$ cat src/rtl/mult_share_arbiter.sv
// Four requesters share one 4x4 unsigned multiplier through a 2-stage pipeline.
// Define MULT_ARB_FIXED_PRIO_EN for fixed lowest-index priority instead of round robin.

module multiplier_4bit (
   input  logic [3:0] a,
   input  logic [3:0] b,
   output logic [7:0] p
);
   assign p = {4'd0, a} * {4'd0, b};
endmodule

module mult_share_arbiter (
   input  logic        clk,
   input  logic        rst_n,
   input  logic [3:0]  req_valid,
   output logic [3:0]  req_ready,
   input  logic [15:0] req_a,
   input  logic [15:0] req_b,
   output logic        res_valid,
   input  logic        res_ready,
   output logic [7:0]  res_p,
   output logic [1:0]  res_id
);
   localparam int NUM_REQ = 4;

   logic [NUM_REQ-1:0][3:0] a_vec, b_vec;
   logic [1:0] run_sync;
   logic       run;
   logic       s1_valid;
   logic [3:0] s1_a, s1_b;
   logic [1:0] s1_id;
   logic [7:0] prod;
   logic       adv1, adv2;
   logic       gnt_hit, xfer;
   logic [1:0] gnt_id;

   assign a_vec = req_a;
   assign b_vec = req_b;

   // Grants wait two edges after reset release so no grant lands on a
   // release edge.
   always_ff @(posedge clk or negedge rst_n) begin
      if (!rst_n) run_sync <= 2'b00;
      else        run_sync <= {run_sync[0], 1'b1};
   end
   assign run = run_sync[1];

   assign adv2 = !res_valid | res_ready;
   assign adv1 = !s1_valid | adv2;

`ifdef MULT_ARB_FIXED_PRIO_EN
   always_comb begin
      gnt_hit = 1'b0;
      gnt_id  = 2'd0;
      for (int k = NUM_REQ - 1; k >= 0; k--) begin
         if (req_valid[k]) begin
            gnt_hit = 1'b1;
            gnt_id  = 2'(k);
         end
      end
   end
`else
   logic [1:0] ptr;
   logic [1:0] idx;

   always_comb begin
      gnt_hit = 1'b0;
      gnt_id  = 2'd0;
      idx     = 2'd0;
      for (int k = 0; k < NUM_REQ; k++) begin
         idx = ptr + 2'(k);
         if (!gnt_hit && req_valid[idx]) begin
            gnt_hit = 1'b1;
            gnt_id  = idx;
         end
      end
   end

   always_ff @(posedge clk or negedge rst_n) begin
      if (!rst_n)    ptr <= 2'd0;
      else if (xfer) ptr <= gnt_id + 2'd1;
   end
`endif

   assign req_ready = (run && adv1 && gnt_hit) ? (4'b0001 << gnt_id) : 4'b0000;
   assign xfer      = |req_ready;

   always_ff @(posedge clk or negedge rst_n) begin
      if (!rst_n) begin
         s1_valid <= 1'b0;
         s1_a     <= 4'd0;
         s1_b     <= 4'd0;
         s1_id    <= 2'd0;
      end else if (adv1) begin
         s1_valid <= xfer;
         if (xfer) begin
            s1_a  <= a_vec[gnt_id];
            s1_b  <= b_vec[gnt_id];
            s1_id <= gnt_id;
         end
      end
   end

   multiplier_4bit u_mult (
      .a (s1_a),
      .b (s1_b),
      .p (prod)
   );

   always_ff @(posedge clk or negedge rst_n) begin
      if (!rst_n) begin
         res_valid <= 1'b0;
         res_p     <= 8'd0;
         res_id    <= 2'd0;
      end else if (adv2) begin
         res_valid <= s1_valid;
         res_p     <= prod;
         res_id    <= s1_id;
      end
   end
endmodule

$ cat config.mk
export PLATFORM = sky130hd
export DESIGN_NAME = mult_share_arbiter
export DESIGN_NICKNAME = d
export VERILOG_FILES = /design/src/rtl/mult_share_arbiter.sv
export SDC_FILE = /design/constraint.sdc
export NUM_CORES = 1
export LEC_CHECK = 0
export BUFFER_PORTS_ARGS = -buffer_cell sky130_fd_sc_hd__buf_2
export CORE_AREA = 2 2 72 60
export CTS_CLUSTER_SIZE = 12
export DETAILED_ROUTE_END_ITERATION = 16
export DIE_AREA = 0 0 74 62
export HOLD_SLACK_MARGIN = 0.03
export PLACE_DENSITY = 0.84
export SLEW_MARGIN = 0
export SYNTH_ARGS = -nofsm -noshare
export SYNTH_HDL_FRONTEND = slang
export SYNTH_SLANG_ARGS = --single-unit
$ cat constraint.sdc
create_clock -name clk -period 2.94 [get_ports clk]
set_input_delay 0.588 -clock clk [delete_from_list [all_inputs] [get_ports clk]]
set_output_delay 0.588 -clock clk [all_outputs]
set_load 0.03 [all_outputs]
==> flow_summary.toml <==
[power_and_ir_drop]
max-vdd-ir-drop_v = 0.000567
power_density_nw_per_um2 = 1300
total_leakage_power_nw = 1.18

[timing]
final_max_slew_viol_count = 0
setup_viol = 0
clock_skew_ps = 3.12
finalCritPeriodShare_pct = 94.1
worst_pin_slew_ps = 615
fmax_ghz = 0.362
hold_viol = 0
fin_hold_ws_ps = 299
relSlewSlack_pct = 58.7
finalWorstSetupSlack_ps = 174
finalCriticalPeriod_ps = 2770

[min_path]
hold_class = "input port to async pin"

[critical_path]
r2r_slack_ps = 170
crit_fanout = 5
r2r_end = "res_p[7]"
cp_data_required_time_ps = 3100
arrival_ps = 2930
rr_worst_depth = 10
worst-setup-path-type = "flop to flop"
critPathLaunch = "s1_a[0]"
crit_path_end = "res_p[7]"
end_kind = "flop"
r2r-start = "s1_a[0]"
startpoint_type = "flop"

[layout]
area_growth_pct = 20.0
nFillCells = 355
final_core_util_pct = 60.0
drive_gt1_share_pct = 35.7
fin_nets = 318
fin_cells = 315
diodes = 0

[floorplanning]
fp.dieH_um = 62
die-area_um2 = 4590
num_rows = 21
coreArea_um2 = 3970
fp.dieW_um = 74
ios = 54
initial_core_util_pct = 50.0

[synth]
synth_top_area_share_pct = 32.8
syn_inst = 202
synth_common_cells = "nand2_1 (38), dfrtp_1 (26), a21oi_1 (16), ha_1 (16), and2_1 (13)"
synthTopCellsByArea = "dfrtp_1 (33%), ha_1 (10%), nand2_1 (7.2%)"
yosys.area.top_type = "dfrtp_1"
syn_area_um2 = 1990
synth.most_common_cell = "nand2_1"
yosys_warnings = 0
synthFlopType = "dfrtp_1"
synthArstFlopShare_pct = 100
syn_nets = 261
synth_edf_count = 0
ys_types = 40
seq_area_frac_synth_pct = 32.8
synth.ff_latch_count = 26
synth_area_per_cell_um2 = 9.83

[run_status]
status = "finished, final reports clean"

[global_routing]
grt-ovfl-total = 0
first_global_vias = 1551
grt_pass1_wl_mm = 7.13
antenna_found_initial = 0
track_usage_pct = 21.0
grt_max_degree = 27

[clock_tree]
cts.clk_slew.worst_paths_ps = 90
cts_buffers = 3
cts-root-buf = "clkbuf_8"
clkLatencyLatePin_ps = 270
cts_buffer_depth = 2
tritoncts = "yes"
cts_htree_levels = 1
clkSinkCount = 26
cts_hold_buf = 0

[routing]
vias_per_cell = 5.33
drc_errors = 0
wl_per_cell_um = 14.0
postRouteWirelength_mm = 4.40
final_antenna_net_count = 0
via_count = 1678
drtIter0Drc = 102
drt_first_pass_iters = 4

[place]
gp_congestion = 0.891
pre_cts_ws_ps = 36.4
numPortBuffers = 53
placed_cells = 310
place_hpwl_mm = 3.49

[run]
drv_cap = 0
## kinds of logic (layout without fill, tap and decap cells)
logic type / count (synthesis) / after routing / synth area share [%]
flops: 26 / 26 / 32.8
compound gates: 44 / 44 / 22.2
mux: 2 / 2 / 1.26
other cells: 1 / 1 / 0.189
buf+inv: 21 / 77 / 5.29
fa+ha+maj: 20 / 20 / 14.1
simple gates: 85 / 85 / 22.9
xor+xnor: 3 / 3 / 1.32
## flip-flops by register name, summed over array words and instances, names as in the netlist
name / cells
res_p: 8
s1_a: 4
s1_b: 4
ptr: 2
res_id: 2
run_sync: 2
s1_id: 2
res_valid: 1
s1_valid: 1
## metrics by stage
stage | area (um2) | TNS (ps) | total power, W
2_1_floorplan | 1990 | 0 | 0.00235
3_3_place_gp | 2310 | 0 | 0.00273
3_5_place_dp | 2310 | 0 | 0.00283
4_1_cts | 2370 | 0 | 0.00310
5_1_grt | 2380 | -3.13 | 0.00342
6_report | 2380 | 0 | 0.00309
## per-layer routing
metal / GRT usage (%) / wire, um / share of wire, % / vias up
li1: - / - / - / 821
met1: 26.4 / 1910 / 43 / 806
met2: 36.4 / 2190 / 50 / 42
met3: 4.84 / 232 / 5.3 / 9
met4: 6.75 / 71 / 1.6 / 0
met5: 0 / 0 / 0 / -
## worst min path at each step
| stage | start | to | slack, ps | cells after the start |
|---|---|---|---|---|
| after detailed placement | run_sync[0] | run_sync[1] | 350 | 0 |
| after floorplan | rst_n | ptr[0] | 290 | 0 |
| after CTS | rst_n | res_p[1] | 320 | 1 |
| after global placement | run_sync[0] | run_sync[1] | 340 | 0 |
| final | rst_n | res_p[4] | 300 | 1 |
| after global routing | rst_n | res_p[4] | 340 | 1 |
## power breakdown
part | internal (W) | switching (W)
logic | 0.000947 | 0.00122
clock network | 0.000120 | 0.000117
registers | 0.000541 | 0.000142
## area by class of cell
type,count,area [um2],area share [%]
Inverter,13,51.3,2.15
Tap cell,57,71.3,2.99
Multi-Input combinational cell,155,1240,51.9
Sequential cell,26,651,27.3
Clock buffer,4,55.1,2.31
Timing Repair Buffer,60,318,13.3
## layout by cell type (no fill, tap or decap), types with 2 or more instances in the layout
master / count
buf_2: 53
nand2_1: 37
dfrtp_1: 26
ha_1: 16
a21oi_1: 15
and2_1: 13
inv_1: 12
nor2_1: 12
and4_1: 8
a211oi_2: 8
a2111oi_2: 7
buf_4: 7
a21o_1: 4
fa_1: 4
clkbuf_8: 4
nand2b_1: 3
a2111oi_4: 2
nor3b_1: 2
o21ai_0: 2
xnor2_1: 2
## timing repair
item	4_1_cts	5_1_grt
setup buffers	0	1
resized for setup	0	2
hold endpoints to repair	0	0
setup endpoints to repair	0	1
## worst max-delay path: stages (launching register included)
cell and delay, ps:
dfrtp_1 430, nand2_2 90, fa_1 540, inv_1 60, fa_1 480, ha_1 300
a21o_1 180, a21o_1 180, a21oi_2 140, mux2i_1 200, nand2_1 70
No activity file was read; power rests on OpenSTA's default activity.
